<file path="config.mk">
export PLATFORM = sky130hd
export DESIGN_NAME = alu_cmd_driver
export DESIGN_NICKNAME = d
export VERILOG_FILES = /design/src/rtl/alu_cmd_driver.sv
export SDC_FILE = /design/constraint.sdc
export NUM_CORES = 1
export LEC_CHECK = 0
export ABC_AREA = 1
export BUFFER_PORTS_ARGS = -buffer_cell sky130_fd_sc_hd__buf_2
export CAP_MARGIN = 30
export CORE_MARGIN = 1
export CORE_UTILIZATION = 29
export DETAILED_ROUTE_END_ITERATION = 10
export GPL_TIMING_DRIVEN = 0
export PLACE_DENSITY = 0.64
export SETUP_SLACK_MARGIN = 0.2
export SLEW_MARGIN = 20
export SYNTH_ARGS = -nofsm -noshare
export SYNTH_HDL_FRONTEND = slang
export SYNTH_SLANG_ARGS = --single-unit
</file>
<file path="constraint.sdc">
create_clock -name clk -period 2.4 [get_ports clk]
set_clock_uncertainty 0.2 [all_clocks]
set_input_delay 0.48 -clock clk [delete_from_list [all_inputs] [get_ports clk]]
set_output_delay 0.48 -clock clk [all_outputs]
set_load 0.005 [all_outputs]
</file>
<file path="src/rtl/alu_cmd_driver.sv">
// alu_cmd_driver: sequential initiator for a combinational 32-bit AND/OR/ADD/SUB ALU.
// Accepts commands over valid/ready and drives the operands and decoded controls onto the ALU.
// It then waits SETTLE_CYCLES for the ripple adder to settle and captures Result/CarryOut.
// The captured result and flags are returned over a valid/ready response channel.
// SLT is derived from the subtract result and its signed overflow.
// Optional build macro ALU_DRV_OVF_EN adds the rsp_ovf signed-overflow output.
module alu_cmd_driver #(
    parameter int WIDTH         = 32,
    parameter int SETTLE_CYCLES = 1
) (
    input  logic             clk,
    input  logic             reset,
    input  logic             cmd_valid,
    output logic             cmd_ready,
    input  logic [2:0]       cmd_op,
    input  logic [WIDTH-1:0] cmd_a,
    input  logic [WIDTH-1:0] cmd_b,
    output logic [WIDTH-1:0] alu_a,
    output logic [WIDTH-1:0] alu_b,
    output logic             alu_binvert,
    output logic             alu_carryin,
    output logic [1:0]       alu_operation,
    input  logic [WIDTH-1:0] alu_result,
    input  logic             alu_carryout,
    output logic             rsp_valid,
    input  logic             rsp_ready,
    output logic [WIDTH-1:0] rsp_result,
    output logic             rsp_zero,
    output logic             rsp_carry,
    output logic             rsp_err
`ifdef ALU_DRV_OVF_EN
    ,
    output logic             rsp_ovf
`endif
);

    localparam int MSB = WIDTH - 1;
    localparam logic [3:0] SETTLE_LOAD = 4'(SETTLE_CYCLES);

    localparam logic [2:0] OP_AND = 3'b000;
    localparam logic [2:0] OP_OR  = 3'b001;
    localparam logic [2:0] OP_ADD = 3'b010;
    localparam logic [2:0] OP_SUB = 3'b110;
    localparam logic [2:0] OP_SLT = 3'b111;

    typedef enum logic [1:0] {IDLE, EXEC, DONE} state_t;

    state_t           state_reg;
    logic [3:0]       count_reg;
    logic [2:0]       op_reg;
    logic             cmd_ready_reg;
    logic [WIDTH-1:0] alu_a_reg;
    logic [WIDTH-1:0] alu_b_reg;
    logic             binvert_reg;
    logic [1:0]       operation_reg;
    logic             rsp_valid_reg;
    logic [WIDTH-1:0] rsp_result_reg;
    logic             rsp_zero_reg;
    logic             rsp_carry_reg;
    logic             rsp_err_reg;

    logic             dec_legal;
    logic             dec_binvert;
    logic [1:0]       dec_operation;
    logic             ovf_sub;
    logic [WIDTH-1:0] result_next;
    logic             carry_next;

    // Opcode decode into ALU control lines; SLT reuses the subtract datapath
    always_comb begin
        dec_legal     = 1'b1;
        dec_binvert   = 1'b0;
        dec_operation = 2'b10;
        case (cmd_op)
            OP_AND:  dec_operation = 2'b00;
            OP_OR:   dec_operation = 2'b01;
            OP_ADD:  dec_operation = 2'b10;
            OP_SUB,
            OP_SLT:  dec_binvert   = 1'b1;
            default: dec_legal     = 1'b0;
        endcase
    end

    // Result and carry to capture from the settled ALU, shaped by the registered op
    always_comb begin
        ovf_sub     = (alu_a_reg[MSB] != alu_b_reg[MSB]) && (alu_result[MSB] != alu_a_reg[MSB]);
        result_next = alu_result;
        carry_next  = 1'b0;
        case (op_reg)
            OP_ADD,
            OP_SUB: carry_next = alu_carryout;
            OP_SLT: begin
                result_next    = '0;
                result_next[0] = alu_result[MSB] ^ ovf_sub;
            end
            default: carry_next = 1'b0;
        endcase
    end

`ifdef ALU_DRV_OVF_EN
    logic rsp_ovf_reg;
    logic ovf_next;

    // Signed overflow for ADD/SUB; ADD compares against the uninverted operand B
    always_comb begin
        ovf_next = 1'b0;
        if (op_reg == OP_ADD)
            ovf_next = (alu_a_reg[MSB] == alu_b_reg[MSB]) && (alu_result[MSB] != alu_a_reg[MSB]);
        else if (op_reg == OP_SUB)
            ovf_next = ovf_sub;
    end

    assign rsp_ovf = rsp_ovf_reg;
`endif

    // Command/execute/response sequencer with all outputs registered
    always_ff @(posedge clk) begin
        if (reset) begin
            state_reg      <= IDLE;
            count_reg      <= '0;
            op_reg         <= '0;
            cmd_ready_reg  <= 1'b1;
            alu_a_reg      <= '0;
            alu_b_reg      <= '0;
            binvert_reg    <= 1'b0;
            operation_reg  <= '0;
            rsp_valid_reg  <= 1'b0;
            rsp_result_reg <= '0;
            rsp_zero_reg   <= 1'b0;
            rsp_carry_reg  <= 1'b0;
            rsp_err_reg    <= 1'b0;
`ifdef ALU_DRV_OVF_EN
            rsp_ovf_reg    <= 1'b0;
`endif
        end else begin
            case (state_reg)
                IDLE: begin
                    if (cmd_valid && cmd_ready_reg) begin
                        op_reg        <= cmd_op;
                        cmd_ready_reg <= 1'b0;
                        if (dec_legal) begin
                            alu_a_reg     <= cmd_a;
                            alu_b_reg     <= cmd_b;
                            binvert_reg   <= dec_binvert;
                            operation_reg <= dec_operation;
                            count_reg     <= SETTLE_LOAD;
                            state_reg     <= EXEC;
                        end else begin
                            // Illegal ops bypass the ALU and answer immediately
                            rsp_result_reg <= '0;
                            rsp_err_reg    <= 1'b1;
                            rsp_zero_reg   <= 1'b1;
                            rsp_carry_reg  <= 1'b0;
`ifdef ALU_DRV_OVF_EN
                            rsp_ovf_reg    <= 1'b0;
`endif
                            rsp_valid_reg  <= 1'b1;
                            state_reg      <= DONE;
                        end
                    end
                end
                EXEC: begin
                    count_reg <= count_reg - 4'd1;
                    if (count_reg == 4'd1) begin
                        rsp_result_reg <= result_next;
                        rsp_zero_reg   <= (result_next == '0);
                        rsp_carry_reg  <= carry_next;
                        rsp_err_reg    <= 1'b0;
`ifdef ALU_DRV_OVF_EN
                        rsp_ovf_reg    <= ovf_next;
`endif
                        rsp_valid_reg  <= 1'b1;
                        state_reg      <= DONE;
                    end
                end
                DONE: begin
                    if (rsp_ready) begin
                        rsp_valid_reg <= 1'b0;
                        cmd_ready_reg <= 1'b1;
                        state_reg     <= IDLE;
                    end
                end
                default: state_reg <= IDLE;
            endcase
        end
    end

    assign cmd_ready     = cmd_ready_reg;
    assign alu_a         = alu_a_reg;
    assign alu_b         = alu_b_reg;
    assign alu_binvert   = binvert_reg;
    assign alu_carryin   = binvert_reg;
    assign alu_operation = operation_reg;
    assign rsp_valid     = rsp_valid_reg;
    assign rsp_result    = rsp_result_reg;
    assign rsp_zero      = rsp_zero_reg;
    assign rsp_carry     = rsp_carry_reg;
    assign rsp_err       = rsp_err_reg;

endmodule

</file>
==> results.md <==
- Cell taking the most area after synthesis: dfxtp_1
- Critical path endpoint: rsp_result[21]$_SDFFE_PP0P_
- Layout area overhead: 41.5%
- Core area: 15400 um2
- Post-route clock period utilization: 83.6%
- Die H: 128 um
- Cell Pwr Density: 1150 nW/um2
- Post-cts hold buffer count: 0
- GR Overflow Total: 0
- Detailed Routing Iterations Pass 1: 4
- H-Tree Depth: 4
- Initial antenna violation count: 1
- Outcome: finished, final reports clean
- Post-Place Cells: 997
- Crit path kind: reg2reg
- Initial core utilization: 30.1%
- Clock Sinks: 113
- RSZ-0062 raised after global routing: no
- CP Depth: 13
- Die ar.: 16500 um2
- TNS Setup: 0 ps
- Worst path max stage delay: 330 ps
- Clock transition at the registers of the reported paths: 60 ps
- Final Hold Violating Endpoints: 0
- CP arrival: 2070 ps
- CP Data Required Time: 2460 ps
- CTS root buf: clkbuf_16
- Min-delay worst type: in2reg
- CP Launch Point: state_reg[1]$_SDFFE_PP0P_
- Setup Fix Bufs, Post-CTS: 0
- Final worst slack: 393 ps
- Bufs and invs on worst path: 7
- Async set or reset register ratio after synthesis: 0%
- Mapped cell area: 4630 um2
- Critical-path cell list: inv_1, ha_1, buf_4, inv_2, nor2_1, inv_1, nand2_1, nand2_2, inv_2, buf_6, buf_6, nor2_1, a211oi_2
- Via/cell ratio: 4.44
- Period minus WS final: 2010 ps
- Synth Area in Adders: 1.35%
- Clk_lat worst skew: 410 ps
- Slack of the worst reg-to-reg path: 390 ps
- Vias: 4580
- Post-Synth XOR/XNOR Area: 0.379%
- Non-Filler Instances: 1031
- Post-synth EDFFs: 0
- Top Family by Delay on Critical Path: buffers and inverters
- Share of post-route cells with drive strength above 1: 36.5%
- Synthesized area per cell: 7.99 um2
- DRC violation total after the first TritonRoute iteration: 285
- Pwr Total: 7.53 mW
- Largest net degree at the start of global routing: 17
- Multiplexer area fraction after synthesis: 0%
- Post-synthesis simple-gate area fraction: 22.5%
- I/O Pins: 209
- Number of global-route vias before repair: 4332
- CP startpoint kind: flop
- Synth Warn #: 0
- Most common cell in the synthesized netlist: nand2_1
- Main synth FF type: dfxtp_1
- Top post-synthesis cells by count: 172 x nand2_1, 113 x dfxtp_1, 78 x a21oi_1
- Worst-Margin Slew: 723 ps
- VDD IR max: 0.000523 V
- Post-Place Setup Slack: 200 ps
- Reg2reg end: rsp_result[21]$_SDFFE_PP0P_
- ANT nets after route: 0
- First-pass GRT wire length: 21700 um
- CP max stage cell: dfxtp_1
- Post-synth top area share: 48.9%
- Leakage: 2.90 nW
- Fmax: 498 MHz
- Number of cells upsized or downsized after cts: 0
- Worst Reg2Reg Path Length in Cells: 13
- Largest family of logic cells by synthesized area: simple AND/OR/NAND/NOR gates
- DRC: 0
- Largest cells by area after synthesis: dfxtp_1 49%, nand2_1 14%, a21oi_1 8.4%
- Total Wirelength: 13800 um
- R2r startpoint: state_reg[1]$_SDFFE_PP0P_
- NumNets Final: 915
- Routability cong.: 0.806
- Hpwl dp: 10400 um
- Yosys reg bits: 113
- Final Max Slew Viols: 0
- Max-Cap Viols: 0
- CP Max Fanout: 10
- Die width: 128 um
- Port bufs: 207
- GR Util All Layers: 17.2%
- CTS tree: built
- Synth Net Count: 688
- Routed WL per cell: 13.4 um
- Critical Path End Type: flop
- Clk buf depth: 2
- Std-Cell Rows: 45
- Num CTS Buffers: 17
- Complex-gate fraction of the synthesized area: 19.8%
- Netlist cell types: 26
- Max transition margin: 51.8%
- Synth Instances: 579
- Sequential area share after synthesis: 48.9%
- Final Setup Violations: 0
- Fill cells: 1601
==> per-stage QoR <==
step                hold WS (ps)  area (um2)  util (%)
floorplan                    240        4630         -
global placement             237        5930      38.6
detailed placement           237        5930      38.6
CTS                         96.4        6540      42.5
global route                 107        6540      42.6
finish                       113        6550      42.6
==> where the power goes <==
group	internal [mW]	switching, mW
Clock	1.71	0.871
Combinational	1.01	1.42
Sequential	2.31	0.217
Total	5.02	2.51
==> layer usage <==
layer / GRT usage, % / vias to the layer above / wire length, um
li1: - / 2368 / -
met5: 0 / - / 0
met1: 20.9 / 2076 / 6110
met2: 28.3 / 116 / 6750
met4: 6.99 / 0 / 255
met3: 5.22 / 20 / 719
==> cell type report <==
| class | instances | area (um2) | area share, % |
|---|---|---|---|
| Antenna cell | 1 | 2.50 | 0.0382 |
| Buffer | 43 | 251 | 3.84 |
| Clock buffer | 23 | 478 | 7.30 |
| Clock inverter | 9 | 130 | 1.99 |
| Inverter | 20 | 75.1 | 1.15 |
| Multi-Input combinational cell | 403 | 2040 | 31.1 |
| Sequential cell | 113 | 2260 | 34.6 |
| Tap cell | 211 | 264 | 4.03 |
| Timing Repair Buffer | 208 | 1040 | 15.9 |
==> cell usage in the layout, fill, tap and decap left out, drive strengths merged, types with 2 or more instances in the layout <==
master and count:
buf 233, nand2 174, dfxtp 113, a21oi 79, nor2 44, clkbuf 41, nand3 38, a211oi 31
o21ai 23, inv 20, ha 5, clkinvlp 4, bufinv 3, xor2 2, nand4 2, clkinv 2
==> logic make-up after synthesis <==
kind of cell               count (synthesis)
xor gates and xnor gates                   2
DFF                                      113
and+or+nand+nor                          260
adders and majority gates                  5
buffers and inverters                     63
AOI/OAI and AO/OA                        136
==> how the worst min path moves through the flow <==
stage / to / cells past startpoint / start
after floorplan: rsp_valid$_SDFFE_PP0P_ / 2 / rsp_valid$_SDFFE_PP0P_
after global placement: rsp_valid$_SDFFE_PP0P_ / 2 / rsp_valid$_SDFFE_PP0P_
after detailed placement: rsp_valid$_SDFFE_PP0P_ / 2 / rsp_valid$_SDFFE_PP0P_
after CTS: alu_a[31]$_SDFFE_PP0P_ / 3 / cmd_a[31]
after global routing: alu_b[15]$_SDFFE_PP0P_ / 3 / cmd_b[15]
final: alu_a[31]$_SDFFE_PP0P_ / 3 / cmd_a[31]
==> worst reg2reg max path, stage by stage (launching register included) <==
cell	delay (ps)
dfxtp_1	330
inv_1	70
ha_1	190
buf_4	170
inv_2	100
nor2_1	50
inv_1	70
nand2_1	80
nand2_2	120
inv_2	50
buf_6	140
buf_6	140
nor2_1	120
a211oi_2	40
Note: power is estimated with default switching activity, not from simulation.
